--- src/rtl/game_pace_timer.sv ---
// Pacing engine for the memory game: derives the round interval from the score
// and counts it down, issuing a one-cycle tick on each expiry.
module game_pace_timer #(
    parameter int                 CNT_W       = 28,
    parameter int                 SCORE_W     = 8,
    parameter logic [CNT_W-1:0]   BASE_PERIOD = 28'hFFFFFFF,
    parameter logic [CNT_W-1:0]   STEP        = 28'h0989680,
    parameter logic [CNT_W-1:0]   MIN_PERIOD  = 28'h17D7840,
    parameter int                 MAX_LEVEL   = 10
) (
    input  logic               clock,
    input  logic               reset,
    input  logic [SCORE_W-1:0] p_score,
    input  logic               expert,
    input  logic               periodic,
    input  logic               start,
    input  logic               stop,
    input  logic               pause,
    output logic               tick,
    output logic               busy,
    output logic [CNT_W-1:0]   count_value,
    output logic [CNT_W-1:0]   remaining
);

    // state | meaning
    // IDLE  | no interval in progress
    // RUN   | counting down remaining
    // PAUSE | countdown frozen while pause is held
    typedef enum logic [1:0] {
        IDLE  = 2'd0,
        RUN   = 2'd1,
        PAUSE = 2'd2
    } state_t;

    localparam int PW = CNT_W + SCORE_W;

    state_t             state_q, state_d;
    logic [CNT_W-1:0]   remaining_q, remaining_d;
    logic [CNT_W-1:0]   count_value_q, count_value_d;
    logic               tick_q, tick_d;

    logic [SCORE_W-1:0] lvl;
    logic [PW-1:0]      prod;
    logic [CNT_W-1:0]   raw;

    always_comb begin
        lvl = p_score;
        if (p_score > SCORE_W'(MAX_LEVEL)) begin
            lvl = SCORE_W'(MAX_LEVEL);
        end
        // Full-width product so a large STEP*level can never wrap below BASE_PERIOD.
        prod = {{CNT_W{1'b0}}, lvl} * {{SCORE_W{1'b0}}, STEP};
        raw  = '0;
        if (prod < {{SCORE_W{1'b0}}, BASE_PERIOD}) begin
            raw = BASE_PERIOD - prod[CNT_W-1:0];
        end
        if (expert) begin
            raw = raw >> 1;
        end
        count_value_d = (raw < MIN_PERIOD) ? MIN_PERIOD : raw;
    end

    always_comb begin
        state_d     = state_q;
        remaining_d = remaining_q;
        tick_d      = 1'b0;
        if (stop) begin
            state_d     = IDLE;
            remaining_d = '0;
        end else if (start) begin
            remaining_d = count_value_q;
            state_d     = pause ? PAUSE : RUN;
        end else if (state_q != IDLE) begin
            if (pause) begin
                state_d = PAUSE;
            end else begin
                // Leaving PAUSE counts on the same edge, so a held pause costs exactly its length.
                state_d = RUN;
                if (remaining_q != '0) begin
                    remaining_d = remaining_q - 1'b1;
                end else begin
                    tick_d = 1'b1;
                    if (periodic) begin
                        remaining_d = count_value_q;
                    end else begin
                        state_d = IDLE;
                    end
                end
            end
        end
    end

    always_ff @(posedge clock) begin
        if (reset) begin
            state_q       <= IDLE;
            remaining_q   <= '0;
            count_value_q <= BASE_PERIOD;
            tick_q        <= 1'b0;
        end else begin
            state_q       <= state_d;
            remaining_q   <= remaining_d;
            count_value_q <= count_value_d;
            tick_q        <= tick_d;
        end
    end

    assign tick        = tick_q;
    assign busy        = (state_q != IDLE);
    assign count_value = count_value_q;
    assign remaining   = remaining_q;

endmodule

--- config.mk ---
export PLATFORM = sky130hd
export DESIGN_NAME = game_pace_timer
export DESIGN_NICKNAME = d
export VERILOG_FILES = /design/src/rtl/game_pace_timer.sv
export SDC_FILE = /design/constraint.sdc
export NUM_CORES = 1
export LEC_CHECK = 0
export BUFFER_PORTS_ARGS = -buffer_cell sky130_fd_sc_hd__buf_2
export CAP_MARGIN = 20
export CORE_ASPECT_RATIO = 0.75
export CORE_MARGIN = 2
export CORE_UTILIZATION = 45
export CTS_CLUSTER_DIAMETER = 150
export DETAILED_ROUTE_END_ITERATION = 8
export PLACE_DENSITY = 0.65
export SLEW_MARGIN = 20
export SYNTH_ARGS = -nofsm -noshare
export SYNTH_HDL_FRONTEND = slang
export SYNTH_SLANG_ARGS = --single-unit
export TNS_END_PERCENT = 100
--- constraint.sdc ---
create_clock -name clock -period 6.8 [get_ports clock]
set_clock_uncertainty 0.1 [all_clocks]
set_input_delay 0 -clock clock [delete_from_list [all_inputs] [get_ports clock]]
set_output_delay 0 -clock clock [all_outputs]
set_load 0.02 [all_outputs]
==> summary.md <==
| Metric | Value |
|---|---|
| Top cell type's share of synthesized area | `0.217` |
| Wire length on met2 | `5330 um` |
| Remaining Overflow, GRT | `0` |
| Initial cell density of the core | `0.460` |
| Max VDD drop | `0.000127 V` |
| Final Hold Fails | `0` |
| Met3 wire length | `722 um` |
| Number of DRC markers in iteration 0 | `273` |
| First-pass GRT wire length | `20700 um` |
| Post-DP HPWL | `9930 um` |
| Setup CP Type | `in2reg` |
| Fin crit period | `5550 ps` |
| Core area | `10900 um2` |
| Top Metal Used | `met4` |
| DRT met1 WL | `6550 um` |
| Final Non-Filler Cells | `837` |
| Setup repair bufs after CTS | `0` |
| TNS Setup | `0 ps` |
| Crit path DAT | `5580 ps` |
| FP Rows | `33` |
| WL final | `12700 um` |
| Max-Cap Viols | `0` |
| P_leak | `2.73 nW` |
| RSZ-0062 raised after global routing | `no` |
| EDFF count, synth | `0` |
| DRC Markers | `0` |
| Worst slew pin tran | `790 ps` |
| CP required | `6830 ps` |
| Post-synthesis sequential area ratio | `0.217` |
| Final period util | `0.817` |
| Commonest cells in the netlist | `66 x ha_1, 63 x nand2_1, 59 x nor2_1` |
| GPL Wtd Cong | `0.886` |
| Routed Antenna Nets | `0` |
| Status | `complete, no violations` |
| Worst Hold Class | `in2reg` |
| CP top delay family | `compound AO/OA/AOI/OAI gates` |
| Crit-path cells | `buf_2 -> nor4_1 -> nand2b_1 -> inv_1 -> nand2_1 -> inv_1 -> ha_1 -> ha_1 -> inv_1 -> fa_1 -> inv_1 -> fa_1 -> ha_1 -> nand2b_1 -> a211oi_1 -> o21ai_0 -> o211ai_1 -> xnor2_1 -> nor3b_1 -> nor4b_2 -> a21oi_2 -> o2111ai_1` |
| Num ports | `73` |
| Worst-Skew Late Latency | `290 ps` |
| Worst slew margin | `0.473` |
| Slew Viols, Final | `0` |
| #FFs+latches synth | `54` |
| Die width | `126 um` |
| Top-count cell post-synth | `ha_1` |
| Total number of vias | `4720` |
| Largest net degree at the start of global routing | `47` |
| R2R Setup Slk | `3000 ps` |
| Placed Cells | `825` |
| Synthesized instance count | `627` |
| Total global-route track usage | `0.211` |
| Initial antenna violation count | `0` |
| Clk buf depth | `2` |
| H-Tree Depth | `2` |
| Sink Count | `54` |
| Clk slew on worst S/H paths | `70 ps` |
| Synth top area cells | `dfxtp_1 22%, ha_1 17%, fa_1 6.8%, o21ai_0 5.7%, nand2_1 4.7%` |
| Fill count | `1058` |
| Share of cells above drive strength 1 | `0.156` |
| Detailed Routing Iterations Pass 1 | `5` |
| TritonCTS buffer count | `5` |
| Slowest cell on the critical path | `a21oi_2` |
| Synth-to-Final Area Change | `13.3%` |
| Largest area contributor in the netlist | `dfxtp_1` |
| Crit path launch type | `input pin` |
| Max Freq | `0.180 GHz` |
| Final #Nets | `794` |
| Diodes inserted | `0` |
| CP max stage delay | `650 ps` |
| Dominant register cell in the synthesized netlist | `dfxtp_1` |
| Endpoints failing setup | `0` |
| Clk root buf | `clkbuf_16` |
| Die Ht | `95.2 um` |
| CTS tree | `built` |
| Buffers on Ports | `72` |
| Syn Area/Cell | `7.96 um2` |
| Synth cell types | `63` |
| Fraction of registers with async set or reset after synthesis | `0` |
| Buffer and inverter count on the worst path | `5` |
| Post-DR vias/cell | `5.64` |
| Final core utilization | `0.521` |
| Wirelength per Cell | `15.2 um` |
| Yosys synthesis warning count | `0` |
| Synth Cell Area | `4990 um2` |
| Pwr/cell area | `247 nW/um2` |
| Area of the die | `12000 um2` |
| CP endpoint kind | `flip-flop` |
| Vias in the first global route | `4303` |
| Crit-path most repeated cell | `inv_1` |
| CP Max Fanout | `19` |
[area by class of cell]
type	count	area, um2	share of cell area
Multi-Input combinational cell	519	3660	0.648
Timing Repair Buffer	79	423	0.0748
Sequential cell	54	1080	0.191
Clock inverter	3	45.0	0.00797
Tap cell	140	175	0.0310
Clock buffer	5	125	0.0221
Inverter	37	139	0.0246
[routing by layer]
| metal | vias to the layer above | track usage |
|---|---|---|
| li1 | 2373 | - |
| met1 | 2188 | 0.317 |
| met2 | 143 | 0.310 |
| met3 | 16 | 0.0438 |
| met4 | 0 | 0.0463 |
| met5 | - | 0 |
[cell usage in the layout (no fill, tap or decap), types with 3 or more instances in the layout]
master         netlist  routed
a211oi_1            12      12
a21o_1              14      14
a21oi_1             44      44
a21oi_2              3       3
a221oi_1             3       3
a22oi_1             11      11
and2_1               6       6
and3_1               6       6
buf_2               10      72
buf_4                6       3
clkbuf_16            0       5
conb_1               2      24
dfxtp_1             54      54
dlygate4sd3_1        0       4
fa_1                17      17
ha_1                66      66
inv_1               37      37
mux2_2               4       4
mux2i_1              4       4
nand2_1             63      63
nand2b_1             4       4
nand3_1             16      16
nand3b_1             3       3
nand4_1              7       7
nor2_1              59      59
nor3_1              12      12
nor3b_1              5       5
nor4_1               4       4
nor4_2               4       4
o211ai_1             5       5
o21ai_0             57      57
o31ai_1              5       5
o41ai_1              4       4
or2_2                3       3
or3_1                5       5
xnor2_1              7       7
xor2_1               8       8
[repair_timing]
item,4_1_cts,5_1_grt
resized for setup,0,0
endpoints found under the hold margin,13,0
endpoints found under the setup margin,0,0
hold buffers,4,0
[sequential cells by signal, summed over array words and instances, names as in the netlist]
signal       cells
remaining       28
tick             1
count_value     23
state_q          2
[through the flow]
step,area (um2),hold WS (ps),setup slack [ps],total power [mW]
floorplan,5070,-20.7,2050,0.942
global placement,5440,102,1310,1.08
detailed placement,5440,112,1050,1.08
CTS,5650,1.26,1340,1.38
global route,5650,21.1,724,1.51
finish,5650,5.81,1250,1.40
[worst min-delay path: stages]
cell and delay (ps):
buf_2 90, inv_1 60, a21oi_2 70, nor2_1 80, nor3_1 50
[final timing paths]
| check | start | to | cells after the start |
|---|---|---|---|
| max | p_score[5] | count_value[11] | 22 |
| min | periodic | state_q[0] | 5 |
| min reg2reg | remaining[16] | remaining[16] | 2 |
| max reg2reg | remaining[0] | remaining[0] | 10 |
[where the power goes]
| part | switching [mW] | internal, mW | total (mW) |
|---|---|---|---|
| clock network | 0.117 | 0.174 | 0.291 |
| logic | 0.449 | 0.274 | 0.722 |
| registers | 0.0332 | 0.349 | 0.382 |
| total | 0.600 | 0.796 | 1.40 |
[cells by family (layout without fill, tap and decap cells)]
group	Yosys count	in the layout	share of synthesized area
AO/OA/AOI/OAI	177	177	0.221
multiplexers	8	8	0.0170
AND/OR/NAND/NOR	212	212	0.218
other	2	24	0.00150
XOR/XNOR	15	15	0.0263
adder cells (fa/ha/maj)	83	83	0.234
flip-flops	54	54	0.217
buffers and inverters	76	124	0.0657
No activity file was read; power rests on OpenSTA's default activity.
